[config.mk]
export PLATFORM = sky130hd
export DESIGN_NAME = barrel_shifter_pipe
export DESIGN_NICKNAME = d
export VERILOG_FILES = /design/src/rtl/barrel_shifter_pipe.sv
export SDC_FILE = /design/constraint.sdc
export NUM_CORES = 1
export LEC_CHECK = 0
export CORE_ASPECT_RATIO = 0.7
export CORE_MARGIN = 2
export CORE_UTILIZATION = 50
export CTS_CLUSTER_SIZE = 8
export DETAILED_ROUTE_END_ITERATION = 12
export PLACE_DENSITY = 0.72
export RECOVER_POWER = 100
export SLEW_MARGIN = 5
export SYNTH_ARGS = -nofsm -noshare
export SYNTH_HDL_FRONTEND = slang
export SYNTH_SLANG_ARGS = --single-unit
[constraint.sdc]
create_clock -name clk -period 2.62 [get_ports clk]
set_input_delay 0.524 -clock clk [delete_from_list [all_inputs] [get_ports clk]]
set_output_delay 0.524 -clock clk [all_outputs]
set_load 0.02 [all_outputs]
[src/rtl/barrel_shifter_pipe.sv]
// Log-depth barrel shifter with one register per mux layer and a global-stall
// ready/valid handshake. Modes: funnel-right, arith-right, logical-left, rotate-right.
module barrel_shifter_pipe #(
  parameter int WIDTH = 16,
  parameter int TAG_W = 4,
  localparam int SHW = $clog2(WIDTH)
) (
  input  logic             clk,
  input  logic             rst_n,
  input  logic             in_valid,
  output logic             in_ready,
  input  logic [WIDTH-1:0] in_data,
  input  logic [WIDTH-1:0] in_fill,
  input  logic [SHW-1:0]   in_amt,
  input  logic [1:0]       in_mode,
  input  logic [TAG_W-1:0] in_tag,
  output logic             out_valid,
  input  logic             out_ready,
  output logic [WIDTH-1:0] out_data,
  output logic [TAG_W-1:0] out_tag
);

  typedef enum logic [1:0] {
    MODE_FUNNEL = 2'b00,
    MODE_ASR    = 2'b01,
    MODE_SHL    = 2'b10,
    MODE_ROR    = 2'b11
  } mode_e;

  // Right-shifting modes are all a funnel of {upper, data}; only the upper word differs.
  function automatic logic [WIDTH-1:0] shift_data(input logic [WIDTH-1:0] d,
                                                  input logic [WIDTH-1:0] f,
                                                  input logic [1:0]       mode,
                                                  input logic             en,
                                                  input int               s);
    logic [2*WIDTH-1:0] cat;
    cat = {f, d};
    case (mode)
      MODE_FUNNEL: cat = {f, d};
      MODE_ASR:    cat = {{WIDTH{d[WIDTH-1]}}, d};
      MODE_ROR:    cat = {d, d};
      default:     cat = {f, d};
    endcase
    if (!en) begin
      shift_data = d;
    end else if (mode == MODE_SHL) begin
      shift_data = d << s;
    end else begin
      shift_data = WIDTH'(cat >> s);
    end
  endfunction

  function automatic logic [WIDTH-1:0] shift_fill(input logic [WIDTH-1:0] f,
                                                  input logic             en,
                                                  input int               s);
    shift_fill = en ? (f >> s) : f;
  endfunction

  logic adv;

  for (genvar j = 0; j < SHW; j++) begin : g_layer
    localparam int S = 1 << j;

    logic [WIDTH-1:0] d_in;
    logic [WIDTH-1:0] f_in;
    logic [SHW-j-1:0] a_in;
    logic [1:0]       m_in;
    logic [TAG_W-1:0] t_in;
    logic             v_in;

    logic [WIDTH-1:0] data_q;
    logic [WIDTH-1:0] data_d;
    logic [TAG_W-1:0] tag_q;
    logic             valid_q;

    if (j == 0) begin : g_src
      assign d_in = in_data;
      assign f_in = in_fill;
      assign a_in = in_amt;
      assign m_in = in_mode;
      assign t_in = in_tag;
      assign v_in = in_valid;
    end else begin : g_src
      assign d_in = g_layer[j-1].data_q;
      assign f_in = g_layer[j-1].g_carry.fill_q;
      assign a_in = g_layer[j-1].g_carry.amt_q;
      assign m_in = g_layer[j-1].g_carry.mode_q;
      assign t_in = g_layer[j-1].tag_q;
      assign v_in = g_layer[j-1].valid_q;
    end

    // a_in[0] is this layer's amount bit; consumed bits are dropped stage by stage.
    assign data_d = shift_data(d_in, f_in, m_in, a_in[0], S);

    always_ff @(posedge clk or negedge rst_n) begin
      if (!rst_n) begin
        data_q  <= '0;
        tag_q   <= '0;
        valid_q <= 1'b0;
      end else if (adv) begin
        data_q  <= data_d;
        tag_q   <= t_in;
        valid_q <= v_in;
      end
    end

    if (j < SHW - 1) begin : g_carry
      logic [WIDTH-1:0] fill_q;
      logic [SHW-j-2:0] amt_q;
      logic [1:0]       mode_q;

      always_ff @(posedge clk or negedge rst_n) begin
        if (!rst_n) begin
          fill_q <= '0;
          amt_q  <= '0;
          mode_q <= '0;
        end else if (adv) begin
          fill_q <= shift_fill(f_in, a_in[0], S);
          amt_q  <= a_in[SHW-j-1:1];
          mode_q <= m_in;
        end
      end
    end
  end

  assign out_valid = g_layer[SHW-1].valid_q;
  assign out_data  = g_layer[SHW-1].data_q;
  assign out_tag   = g_layer[SHW-1].tag_q;

  assign adv      = !out_valid || out_ready;
  assign in_ready = adv;

endmodule

==> flow_summary.json <==
{
  "status": "finished with violations",
  "violations": "capacitance limit, slew limit",
  "fp.dieArea_um2": 14100,
  "min_period_ns": 2.38,
  "power_density_nw_per_um2": 1160,
  "arrival_ns": 1.86,
  "fin_skew_ns": 0.00758,
  "ys_seq_area_share_pct": 49.6,
  "synth_area_per_cell_um2": 9.41,
  "rsz0062_at_grt": "no",
  "die_w_um": 141,
  "drc": 0,
  "diodes": 0,
  "yosys.area.top_type": "dfrtp_1",
  "cts_setup_buffers": 0,
  "htreeDepth": 4,
  "fin_cells": 910,
  "drtAntennaViolNets": 0,
  "syn_to_final_growth_pct": 18.6,
  "dieHeight_um": 99.8,
  "synth_most_common_cell": "nand2_1",
  "power_mw": 9.04,
  "grt_first_pass_wirelength_um": 24300,
  "synthCells": 697,
  "hp-class": "reg2reg",
  "tns_ns": 0,
  "path_cells": "dlygate4sd3_1 -> nor2b_4 -> inv_1 -> clkdlybuf4s50_1",
  "cp.required_ns": 2.10,
  "netlist_area_um2": 6560,
  "grt_pass1_vias": 4802,
  "maxSlewViolCount": 131,
  "yosysTopAreaCellShare_pct": 49.6,
  "worst_pin_slew_ns": 1.73,
  "place_congestion": 0.816,
  "wl_per_cell_um": 15.4,
  "hold_buffers": 0,
  "root_buffer": "clkbuf_16",
  "place_inst": 878,
  "syn_nets": 743,
  "max_stage_delay_ns": 0.61,
  "async_flop_share_pct": 100,
  "port_buffers": 66,
  "setup.worst_path.class": "in2out",
  "synth_area_leaders": "dfrtp_1, nand2_1, o21ai_0",
  "routed_wl_um": 14000,
  "crit_slowest_cell": "clkdlybuf4s50_1",
  "numCtsBuffers": 17,
  "endpoint_kind": "output pin",
  "drt_iter0_markers": 342,
  "synth_commonest_cells": "nand2_1, dfrtp_1, o21ai_0",
  "placementRows": 34,
  "critPathMaxFanout": 2,
  "peakVddDrop_v": 0.000589,
  "clock_path_buffers": 2,
  "grt_max_degree": 175,
  "fin_crit_sh_pct": 90.8,
  "hold_violations": 0,
  "ioPinCount": 68,
  "core_um2": 12600,
  "grt_util_all_layers_pct": 21.5,
  "firstDrtPassIters": 7,
  "fmaxAchievable_ghz": 0.420,
  "cap_violations": 1,
  "start_util_pct": 52.1,
  "leakage_nw": 3.45,
  "yosys_register_bits": 130,
  "crit_path_start_kind": "primary input",
  "insertion_delay_ns": 0.41,
  "viasPerCell": 5.58,
  "hpwl_um": 9400,
  "maxSlewHeadroom_pct": -15.6,
  "setup_violations": 0,
  "yosysWarnings": 0,
  "synthFlopType": "dfrtp_1",
  "r2r_slack_ns": 0.79,
  "drive_gt1_share_pct": 7.75,
  "antenna_found_initial": 0,
  "final_nets": 781,
  "num_vias": 5076,
  "synth.distinct_cells": 23,
  "clkSinkCount": 130,
  "cts_resized": 0,
  "clk_pin_slew_ns": 0.06,
  "synth-edff-count": 0,
  "tritoncts": "yes",
  "gr-total-overflow": 0
}
==> final cells by class <==
cell class | count | area, µm²
Fill cell | 1050 | 4810
Sequential cell | 130 | 3250
Multi-Input combinational cell | 506 | 2990
Timing Repair Buffer | 76 | 737
Clock buffer | 18 | 429
Tap cell | 162 | 203
Clock inverter | 14 | 156
Inverter | 4 | 15.0
==> routing by layer <==
layer | wire [µm] | global-route usage (%) | up-vias
met5 | 0 | 0 | -
met4 | 94 | 5.46 | 0
met2 | 6430 | 32.3 | 124
met1 | 6880 | 32.1 | 2437
li1 | - | - | 2504
met3 | 619 | 4.48 | 11
==> per-stage QoR <==
step	hold slack [ns]	area, µm²	setup WS (ns)	util (%)
floorplan	0.228	6560	0.978	-
global placement	0.443	7210	0.330	57.3
detailed placement	0.449	7210	0.325	57.3
CTS	0.249	7800	0.325	61.9
global route	0.490	7780	0.200	61.8
finish	0.467	7780	0.240	61.8
==> worst paths after layout <==
path / cells past startpoint / startpoint / to
max: 4 / out_ready / in_ready
min: 2 / out_tag[3]$_DFFE_PN0P_ / out_tag[3]$_DFFE_PN0P_
max reg2reg: 3 / out_valid$_DFFE_PN0P_ / g_layer[1].g_carry.fill_q[11]$_DFFE_PN0P_
min reg2reg: 2 / out_tag[3]$_DFFE_PN0P_ / out_tag[3]$_DFFE_PN0P_
max in group asynchronous: 2 / rst_n / g_layer[1].data_q[15]$_DFFE_PN0P_
min in group asynchronous: 2 / rst_n / out_data[12]$_DFFE_PN0P_
==> cell families after synthesis <==
| logic type | after synthesis | share of synthesized area (%) |
|---|---|---|
| AND/OR/NAND/NOR | 259 | 18.9 |
| flip-flops | 130 | 49.6 |
| buffers and inverters | 61 | 4.88 |
| multiplexers | 55 | 9.88 |
| AO/OA/AOI/OAI | 192 | 16.7 |
==> flip-flops by register name, indices dropped and copies added, names as in the netlist <==
name	cells
g_layer.data_q	48
out_data	16
out_valid	1
g_layer.g_carry.fill_q	34
g_layer.valid_q	3
out_tag	4
g_layer.g_carry.amt_q	6
g_layer.tag_q	12
g_layer.g_carry.mode_q	6
==> critical path: cells and delay by family <==
family,cells,cell delay [ns]
and+or+nand+nor,1,0.06
buffers and inverters,3,1.28
==> where the power goes <==
| group | internal (mW) | switching (mW) |
|---|---|---|
| logic | 1.37 | 1.59 |
| clock network | 1.41 | 0.921 |
| registers | 2.89 | 0.850 |
| total | 5.67 | 3.36 |
==> layout by cell type (no fill, tap or decap) <==
cell type	instances
mux2i_1	40
nand2_1	179
mux4_2	7
a211oi_1	34
dfrtp_1	130
a21oi_1	2
buf_6	1
and3b_1	34
clkbuf_16	17
inv_1	3
a31oi_1	23
nor2b_4	1
o21ai_0	125
o211ai_1	8
bufinv_16	2
nand2b_1	21
inv_6	3
clkinv_4	4
dlygate4sd3_1	22
clkinv_1	1
nor2_1	9
buf_4	8
mux2_2	8
clkdlybuf4s50_1	43
clkinv_2	1
nor2b_1	15
clkbuf_1	1
clkbuf_4	2
clkinvlp_4	4
Note: power is estimated with default switching activity, not from simulation.
